[config.mk]
export PLATFORM = sky130hd
export DESIGN_NAME = axon_spike_decoder
export DESIGN_NICKNAME = d
export VERILOG_FILES = /design/src/rtl/core_pkg.sv /design/src/rtl/spike_fifo_mem.sv /design/src/rtl/axon_spike_decoder.sv
export SDC_FILE = /design/constraint.sdc
export NUM_CORES = 2
export LEC_CHECK = 0
export ABC_CLOCK_PERIOD_IN_PS = 3400
export BUFFER_PORTS_ARGS = -buffer_cell sky130_fd_sc_hd__buf_2
export CAP_MARGIN = 25
export CORE_ASPECT_RATIO = 2
export CORE_UTILIZATION = 65
export CTS_BUF_LIST = sky130_fd_sc_hd__clkbuf_2
export CTS_CLUSTER_DIAMETER = 40
export DETAILED_ROUTE_END_ITERATION = 7
export PLACE_DENSITY = 0.81
export SLEW_MARGIN = 20
export SYNTH_ARGS = -nofsm -noshare
export SYNTH_HDL_FRONTEND = slang
export SYNTH_SLANG_ARGS = --single-unit
[constraint.sdc]
create_clock -name clk -period 3.4 [get_ports clk]
set_clock_uncertainty 0.1 [all_clocks]
set_input_delay 0.17 -clock clk [delete_from_list [all_inputs] [get_ports clk]]
set_output_delay 0.17 -clock clk [all_outputs]
set_load 0.02 [all_outputs]
[src/rtl/core_pkg.sv]
// Purpose : shared constants and types for the neuromorphic core datapath.
// Latency : n/a (package only).
// Backpressure: n/a.
// Contents: default core sizing, axon index width and type.
package core_pkg;

   localparam int DEF_NUM_AXONS  = 256;
   localparam int DEF_FIFO_DEPTH = 256;
   localparam int DEF_DROP_CNT_W = 16;

   localparam int DEF_AXON_W = $clog2(DEF_NUM_AXONS);

   typedef logic [DEF_AXON_W-1:0] axon_t;

endpackage

[src/rtl/spike_fifo_mem.sv]
// Purpose : simple dual-port spike storage, one write port, one registered read port.
// Latency : read data appears on rd_dat one clock after rd_en; holds until the next rd_en.
// Backpressure: none; the owner guarantees it never reads an address being written.
// Ports   : clk/rst (sync, active-high, resets only the read register),
//           wr_en/wr_addr/wr_dat write port, rd_en/rd_addr read request, rd_dat read data.
module spike_fifo_mem #(
   parameter int DEPTH  = 256,
   parameter int WIDTH  = 8,
   localparam int ADDR_W = $clog2(DEPTH)
) (
   input  logic              clk,
   input  logic              rst,
   input  logic              wr_en,
   input  logic [ADDR_W-1:0] wr_addr,
   input  logic [WIDTH-1:0]  wr_dat,
   input  logic              rd_en,
   input  logic [ADDR_W-1:0] rd_addr,
   output logic [WIDTH-1:0]  rd_dat
);

   logic [WIDTH-1:0] mem_q [DEPTH];
   logic [WIDTH-1:0] rd_dat_q;
   logic [WIDTH-1:0] rd_dat_d;

   // Read register only loads on a request, so the served value persists.
   always_comb begin
      rd_dat_d = rd_dat_q;
      if (rd_en) begin
         rd_dat_d = mem_q[rd_addr];
      end
   end

   // Storage array carries no reset; stale contents are never visible
   // because the pointers gate every read.
   always_ff @(posedge clk) begin
      if (wr_en) begin
         mem_q[wr_addr] <= wr_dat;
      end
   end

   always_ff @(posedge clk) begin
      if (rst) begin
         rd_dat_q <= '0;
      end else begin
         rd_dat_q <= rd_dat_d;
      end
   end

   assign rd_dat = rd_dat_q;

endmodule

[src/rtl/axon_spike_decoder.sv]
// Purpose : buffers router spikes, releases each time step's batch on tick, serves one axon per request.
// Latency : one clock from a read_spike rising edge to the axon_number_valid strobe.
// Backpressure: spike_ready_out drops when the buffer is full; spikes offered while full are counted and dropped.
// Ports   : clk, rst (sync, active-high), tick; router side spike_valid_in/spike_axon_in/spike_ready_out;
//           controller side read_spike/decoder_empty/axon_number_out/axon_number_valid; overflow, drop_count status.
module axon_spike_decoder
   import core_pkg::*;
#(
   parameter int  NUM_AXONS  = DEF_NUM_AXONS,
   parameter int  FIFO_DEPTH = DEF_FIFO_DEPTH,
   parameter int  DROP_CNT_W = DEF_DROP_CNT_W,
   localparam int AXON_W     = $clog2(NUM_AXONS),
   localparam int PTR_W      = $clog2(FIFO_DEPTH)
) (
   input  logic                  clk,
   input  logic                  rst,
   input  logic                  tick,
   input  logic                  spike_valid_in,
   input  logic [AXON_W-1:0]     spike_axon_in,
   output logic                  spike_ready_out,
   input  logic                  read_spike,
   output logic                  decoder_empty,
   output logic [AXON_W-1:0]     axon_number_out,
   output logic                  axon_number_valid,
   output logic                  overflow,
   output logic [DROP_CNT_W-1:0] drop_count
);

   localparam logic [PTR_W:0]      PTR_ONE = {{PTR_W{1'b0}}, 1'b1};
   localparam logic [DROP_CNT_W-1:0] CNT_ONE = {{(DROP_CNT_W-1){1'b0}}, 1'b1};

   // Three pointers with an extra wrap bit: rd_ptr..rel_ptr is released,
   // rel_ptr..wr_ptr is buffered for the current time step.
   logic [PTR_W:0]        wr_ptr_q,  wr_ptr_d;
   logic [PTR_W:0]        rel_ptr_q, rel_ptr_d;
   logic [PTR_W:0]        rd_ptr_q,  rd_ptr_d;
   logic                  read_spike_q, read_spike_d;
   logic                  valid_q, valid_d;
   logic                  overflow_q, overflow_d;
   logic [DROP_CNT_W-1:0] drop_cnt_q, drop_cnt_d;

   logic full;
   logic empty;
   logic wr_en;
   logic pop;

   always_comb begin
      // Occupancy equals FIFO_DEPTH exactly when the wrap bits differ and the
      // index bits match.
      full  = (wr_ptr_q[PTR_W] != rd_ptr_q[PTR_W]) &&
              (wr_ptr_q[PTR_W-1:0] == rd_ptr_q[PTR_W-1:0]);
      empty = (rd_ptr_q == rel_ptr_q);
      wr_en = spike_valid_in && !full;
      // Only a low-to-high request edge pops; a held level or an edge while
      // empty is ignored.
      pop   = read_spike && !read_spike_q && !empty;

      wr_ptr_d     = wr_ptr_q;
      rel_ptr_d    = rel_ptr_q;
      rd_ptr_d     = rd_ptr_q;
      overflow_d   = overflow_q;
      drop_cnt_d   = drop_cnt_q;
      valid_d      = pop;
      read_spike_d = read_spike;

      if (wr_en) begin
         wr_ptr_d = wr_ptr_q + PTR_ONE;
      end

      if (spike_valid_in && full) begin
         overflow_d = 1'b1;
         if (drop_cnt_q != {DROP_CNT_W{1'b1}}) begin
            drop_cnt_d = drop_cnt_q + CNT_ONE;
         end
      end

      // Release boundary uses the pre-write pointer, so a spike arriving in
      // the tick cycle belongs to the next time step.
      if (tick) begin
         rel_ptr_d = wr_ptr_q;
      end

      if (pop) begin
         rd_ptr_d = rd_ptr_q + PTR_ONE;
      end
   end

   always_ff @(posedge clk) begin
      if (rst) begin
         wr_ptr_q     <= '0;
         rel_ptr_q    <= '0;
         rd_ptr_q     <= '0;
         read_spike_q <= 1'b0;
         valid_q      <= 1'b0;
         overflow_q   <= 1'b0;
         drop_cnt_q   <= '0;
      end else begin
         wr_ptr_q     <= wr_ptr_d;
         rel_ptr_q    <= rel_ptr_d;
         rd_ptr_q     <= rd_ptr_d;
         read_spike_q <= read_spike_d;
         valid_q      <= valid_d;
         overflow_q   <= overflow_d;
         drop_cnt_q   <= drop_cnt_d;
      end
   end

   // The memory read register doubles as the axon_number_out holding register.
   spike_fifo_mem #(
      .DEPTH (FIFO_DEPTH),
      .WIDTH (AXON_W)
   ) u_mem (
      .clk     (clk),
      .rst     (rst),
      .wr_en   (wr_en),
      .wr_addr (wr_ptr_q[PTR_W-1:0]),
      .wr_dat  (spike_axon_in),
      .rd_en   (pop),
      .rd_addr (rd_ptr_q[PTR_W-1:0]),
      .rd_dat  (axon_number_out)
   );

   assign spike_ready_out   = !full;
   assign decoder_empty     = empty;
   assign axon_number_valid = valid_q;
   assign overflow          = overflow_q;
   assign drop_count        = drop_cnt_q;

endmodule

=== After elaboration in Yosys (flattened, before gate mapping) ===
Memories as Yosys holds them, arrays and structs flattened. A register that Yosys moved wholly into a read port is not among the register bits.
Index checks and enable logic that the tools add are counted.

* Flip-flop bits (word level): 46
* Memory bits (writable): 2048
* Bits of input ports: 13
* Memories kept: 1

{| class="wikitable"
|+ Memory list
! name !! depth !! bits a word !! rd ports !! clocked after Yosys merged registers in !! write ports !! RTL line !! text
|-
| u_mem.mem_q || 256 || 8 || 1 || 1 || 1 || spike_fifo_mem.sv:21 || <nowiki>logic [WIDTH-1:0] mem_q [DEPTH];</nowiki>
|}

* Add/sub/neg operators: 3
* Eq/ne operators: 4
* Mux-type cells: 2
* Reductions and logical operators: 9

{| class="wikitable"
|+ Operators with widths
! operator !! number
|-
| $add 9x1->9 const B || 2
|-
| $add 16x1->16 const B || 1
|-
| $ne 16x16->1 const B || 1
|-
| $eq 9x9->1 || 1
|-
| $eq 8x8->1 || 1
|-
| $logic_and 1x1->1 || 5
|-
| $logic_not 1->1 || 3
|-
| $mux 1 || 2
|-
| $reduce_and 2->1 || 1
|-
| $ne 1x1->1 || 1
|}

=== Logic depth before layout (Yosys ltp) ===
* Depth after elaboration: 6
* Depth in mapped cells: 13
* Depth with buffers taken out: 8

=== Modules after synthesis ===
From an unflattened synthesis, not the netlist that was laid out.

* Cell total of the unflattened synthesis: 4206
* Area total of the unflattened synthesis: 82831.9 um^2

{| class="wikitable"
|+ Modules (own cells, without submodules)
! module !! times used !! cells an instance !! area each (um^2) !! seq. area each (um^2)
|-
| spike_fifo_mem || 1 || 3938 || 80524.7 || 61659.1
|-
| axon_spike_decoder || 1 || 268 || 2307.2 || 920.9
|}

=== Worst setup path after synthesis ===
Ideal clock, no wire load.

* Path type: register to register
* Start: register rd_ptr_q[0]
* End: memory u_mem.mem_q[220][0] (enable)
* Library setup time: 0.370 ns
* Arrival time: 2.461 ns
* Required time: 2.930 ns
* Path slack: 0.468 ns
* Cell stages (with the launch flop): 12
* Path buffers: 6
* Clock period less this slack: 2.932 ns
* Cells stage by stage: dfxtp_1 > buf_6 > buf_12 > buf_6 > buf_6 > xor2_1 > nor3_2 > a31oi_1 > buf_2 > nand4_1 > clkbuf_1 > nor2_1

* Longest elaborated chain between the ends: 6

{| class="wikitable"
|+ RTL lines
! element !! RTL line !! text
|-
| start: declaration || axon_spike_decoder.sv:36 || <nowiki>logic [PTR_W:0] rd_ptr_q, rd_ptr_d;</nowiki>
|-
| start signal: assignment || axon_spike_decoder.sv:100 || <nowiki>rd_ptr_q <= rd_ptr_d;</nowiki>
|-
| $eq 8x8->1 || axon_spike_decoder.sv:51 || <nowiki>(wr_ptr_q[PTR_W-1:0] == rd_ptr_q[PTR_W-1:0]);</nowiki>
|-
| $logic_and 1x1->1 || axon_spike_decoder.sv:50 || <nowiki>full = (wr_ptr_q[PTR_W] != rd_ptr_q[PTR_W]) &&</nowiki>
|-
| $logic_not 1->1 || axon_spike_decoder.sv:53 || <nowiki>wr_en = spike_valid_in && !full;</nowiki>
|-
| $logic_and 1x1->1 || axon_spike_decoder.sv:53 ||
|-
| $mux 1 || spike_fifo_mem.sv:36 || <nowiki>if (wr_en) begin</nowiki>
|-
| $mux 1 (not written as such) || spike_fifo_mem.sv:37 || <nowiki>mem_q[wr_addr] <= wr_dat;</nowiki>
|-
| end: declaration || spike_fifo_mem.sv:21 ||
|}

No other way between the ends.

=== Final worst setup path ===
* Start: register rd_ptr_q[0]
* End: register u_mem.rd_dat_q[6], in the netlist u_mem.rd_dat[6], read port of u_mem.mem_q

* Longest elaborated chain between the ends: 3

{| class="wikitable"
|+ RTL lines
! element !! RTL line !! text
|-
| $eq 9x9->1 || axon_spike_decoder.sv:52 || <nowiki>empty = (rd_ptr_q == rel_ptr_q);</nowiki>
|-
| $logic_not 1->1 || axon_spike_decoder.sv:56 || <nowiki>pop = read_spike && !read_spike_q && !empty;</nowiki>
|-
| $logic_and 1x1->1 || axon_spike_decoder.sv:56 ||
|-
| end: declaration || spike_fifo_mem.sv:22 || <nowiki>logic [WIDTH-1:0] rd_dat_q;</nowiki>
|}

Several ways; a longest one is shown, not always the timed one.
A chain may end at the register's enable or synchronous reset.

==> parameters.txt <==
Parameter                              Value

Detailed routing
  Iteration-0 DRC count of the detailed router    6944
  Detailed-routed wire length on met2    119000 um
  Number of optimization iterations in the first detailed-route pass    8
  Mean routed wirelength per cell    34.7 um
  Top layer used by detailed routing    met5
  Total Routed Length    237000 um
  Vias after detailed routing    47700
  Average vias per placed instance    6.97
  Met1 WL    67400 um
  Total DRC errors in the routed layout    0
  Post-detailed-route count of antenna-violating nets    0
  Met3 wire length    25800 um

Finish
  Post-layout nets    4883
  Most used cells in the layout excluding fill and tap cells    sky130_fd_sc_hd__edfxtp_1, sky130_fd_sc_hd__clkbuf_2, sky130_fd_sc_hd__buf_4, sky130_fd_sc_hd__mux4_2, sky130_fd_sc_hd__nor2_1
  Final standard cell count with taps included and fillers excluded    6843
  Area growth syn-to-layout    13.5%
  Most common cell after layout, fill and taps aside    sky130_fd_sc_hd__edfxtp_1
  Fraction of final layout cells with drive strength greater than 1    34.7%

Pwr
  Peak supply drop    0.000265 V
  Leakage    30.4 nW
  Power density over cell area    485 nW/um^2

Clock tree
  TritonCTS Buffers    420
  CTS H-tree depth    5
  Root Driver    sky130_fd_sc_hd__clkbuf_2
  Longest Clk Path Bufs    4
  TritonCTS clock tree    built
  Clock Pin Slew Worst Setup and Hold Paths    130 ps
  Clk sink count    2102
  Clock latency of the later-clocked register in the worst-skew pair    1810 ps

Die
  Full die area    128000 sq um
  Effective utilization at floorplan    65.8%
  DIE WIDTH    253 um
  Std-Cell Core Area    125000 sq um
  Die height    504 um
  Top-Level Pins    41
  Core Rows    183

GRT
  Antenna violations before repair    8
  Maximum number of pins on one net before global-route repair    147
  Total gr overflow    0
  Total GRT Usage    37.9%
  Vias in the first global route    48600
  Wire length of the first global-routing pass    332000 um

Synth
  Yosys reg bits    2102
  Number of enable-type register cells in the synthesized netlist    2048
  Proportion of netlist area held by the largest area contributor    75.0%
  Mean instance size in the synthesized netlist    20.4 sq um
  Post-synth ARST share    0%
  Largest cells by area after synthesis    sky130_fd_sc_hd__edfxtp_1, sky130_fd_sc_hd__mux4_2, sky130_fd_sc_hd__mux2i_1
  Cell type with the highest aggregate area in the netlist    sky130_fd_sc_hd__edfxtp_1
  Post-synth net total    4030
  Ys flop type    sky130_fd_sc_hd__edfxtp_1
  Number of standard cells after synthesis    4011
  Yosys cell types    72
  Proportion of synthesized chip area in sequential cells    76.4%
  Mapped cell area    82000 sq um
  Yosys warning count    0

Placed design
  Final HPWL DP    152000 um
  Port Buf Inserts    40
  Number of cells in the design after placement    6038
  Routability Congestion    0.957

STA
  Count of pins over their slew limit    0
  Total count of hold-check failures in the final report    0
  Slew at the pin closest to its max-slew limit    1170 ps
  Ratio of final minimum period to clock period    101%
  Worst-case headroom to the max-slew limit    21.8%
  Upper clock frequency limit    0.292 GHz
  Final critical delay including setup and external delays    3430 ps
  Setup TNS after final layout    -62.3 ps
  Unrepaired setup endpoints after global routing    true
  Setup violations, final    4
  Fin worst setup slack    -27.9 ps

Worst hold path
  Type of the worst min-delay path    primary input to flip-flop

Setup path
  Crit start category    flip-flop
  Setup crit end kind    flip-flop
  Category of the critical setup timing path    flip-flop to flip-flop
  Critical path fanouts, max    20
  Required time of the critical path    4880 ps
  Data arrival time of the critical path    4910 ps

Run
  Max-cap violations    0

Status
  Violations in the final reports    setup timing
  Status    finished with violations
[state kept, by name (all words and copies together), names as in the netlist]
name	count
drop_count	16
u_mem.mem_q	2048
wr_ptr_q	9
read_spike_q	1
axon_number_valid	1
u_mem.rd_dat	8
rel_ptr_q	9
rd_ptr_q	9
overflow	1
[per-stage QoR]
stage | worst slack, ps | hold slack (ps) | area, sq um | total power [mW] | util (%)
5_1_grt | -52.9 | 125 | 93000 | 46.4 | 74.7
2_1_floorplan | 468 | 169 | 82000 | 30.3 | -
6_report | -27.9 | 137 | 93000 | 45.2 | 74.7
3_5_place_dp | -131 | 342 | 88200 | 31.3 | 70.8
4_1_cts | -15.6 | 14.8 | 92800 | 45.1 | 74.5
3_3_place_gp | -48.3 | 335 | 88200 | 31.3 | 70.8
[logic make-up (layout without fill, tap and decap cells)]
| logic type | after synthesis | in the layout | share of synthesized area [%] |
|---|---|---|---|
| AO/OA/AOI/OAI | 327 | 327 | 2.75 |
| adder cells (fa/ha/maj) | 6 | 6 | 0.0916 |
| multiplexers | 662 | 662 | 15.4 |
| other | 0 | 11 | 0 |
| AND/OR/NAND/NOR | 616 | 616 | 3.22 |
| buffers and inverters | 252 | 1408 | 1.65 |
| flip-flops | 2102 | 2102 | 76.4 |
| XOR/XNOR | 46 | 46 | 0.492 |
[power by group]
part	leakage (nW)	switching, mW	total [mW]	internal, mW
Combinational	8.76	1.44	2.52	1.08
Clock	2.77	9.23	14.2	4.99
Sequential	18.8	0.0286	28.4	28.4
[final timing paths]
kind,start,endpoint,slack [ps],cells past startpoint
worst max-delay path,rd_ptr_q[0],u_mem.rd_dat[6],-30,10
worst min register to register,overflow,overflow,360,2
worst max register to register,rd_ptr_q[0],u_mem.rd_dat[6],-30,10
worst min-delay path,spike_axon_in[4],u_mem.mem_q[193][4],140,4
[timing repair]
| item | 4_1_cts | 5_1_grt |
|---|---|---|
| pin swaps | 6 | 2 |
| gates cloned | 5 | 1 |
| resized for setup | 41 | 22 |
| setup endpoints to repair | 5 | 9 |
| setup buffers | 16 | 4 |
| hold buffers | 43 | 0 |
| hold endpoints to repair | 4150 | 0 |
[metal layers]
metal | GRT usage [%] | vias to the layer above
met5 | 0 | -
met4 | 33.6 | 6
met3 | 9.64 | 1184
met2 | 62.5 | 4185
met1 | 39.9 | 23800
li1 | - | 18500
[cell usage after synthesis, types with 11 or more instances]
library cell,count
sky130_fd_sc_hd__o21ai_0,55
sky130_fd_sc_hd__dfxtp_1,54
sky130_fd_sc_hd__nor2b_1,15
sky130_fd_sc_hd__buf_4,21
sky130_fd_sc_hd__a221oi_1,26
sky130_fd_sc_hd__and3_1,11
sky130_fd_sc_hd__nor3_1,12
sky130_fd_sc_hd__nand3_1,59
sky130_fd_sc_hd__edfxtp_1,2048
sky130_fd_sc_hd__xor2_1,25
sky130_fd_sc_hd__mux4_2,471
sky130_fd_sc_hd__a21oi_1,62
sky130_fd_sc_hd__o221ai_1,22
sky130_fd_sc_hd__a22oi_1,56
sky130_fd_sc_hd__xnor2_1,21
sky130_fd_sc_hd__nand2_1,115
sky130_fd_sc_hd__mux2i_1,179
sky130_fd_sc_hd__buf_6,27
sky130_fd_sc_hd__clkbuf_1,98
sky130_fd_sc_hd__buf_1,18
sky130_fd_sc_hd__a31oi_1,18
sky130_fd_sc_hd__nand4_1,19
sky130_fd_sc_hd__nor2_1,349
sky130_fd_sc_hd__buf_2,73
sky130_fd_sc_hd__o22ai_1,22
[critical path, stage by stage, from the launching register on]
cell,delay (ps)
sky130_fd_sc_hd__dfxtp_4,390
sky130_fd_sc_hd__buf_4,240
sky130_fd_sc_hd__buf_4,220
sky130_fd_sc_hd__buf_16,240
sky130_fd_sc_hd__buf_4,210
sky130_fd_sc_hd__mux4_2,610
sky130_fd_sc_hd__mux4_2,540
sky130_fd_sc_hd__nand3_1,180
sky130_fd_sc_hd__nand4_1,100
sky130_fd_sc_hd__nor2_1,250
sky130_fd_sc_hd__a41oi_1,160
[area by class of cell]
class | count | area (sq um)
Clock buffer | 581 | 2910
Antenna cell | 11 | 27.5
Inverter | 13 | 52.6
Timing Repair Buffer | 670 | 6300
Multi-Input combinational cell | 1657 | 18300
Sequential cell | 2102 | 62600
Fill cell | 6730 | 31500
Clock inverter | 144 | 711
Tap cell | 1665 | 2080
No activity file was read; power rests on OpenSTA's default activity.
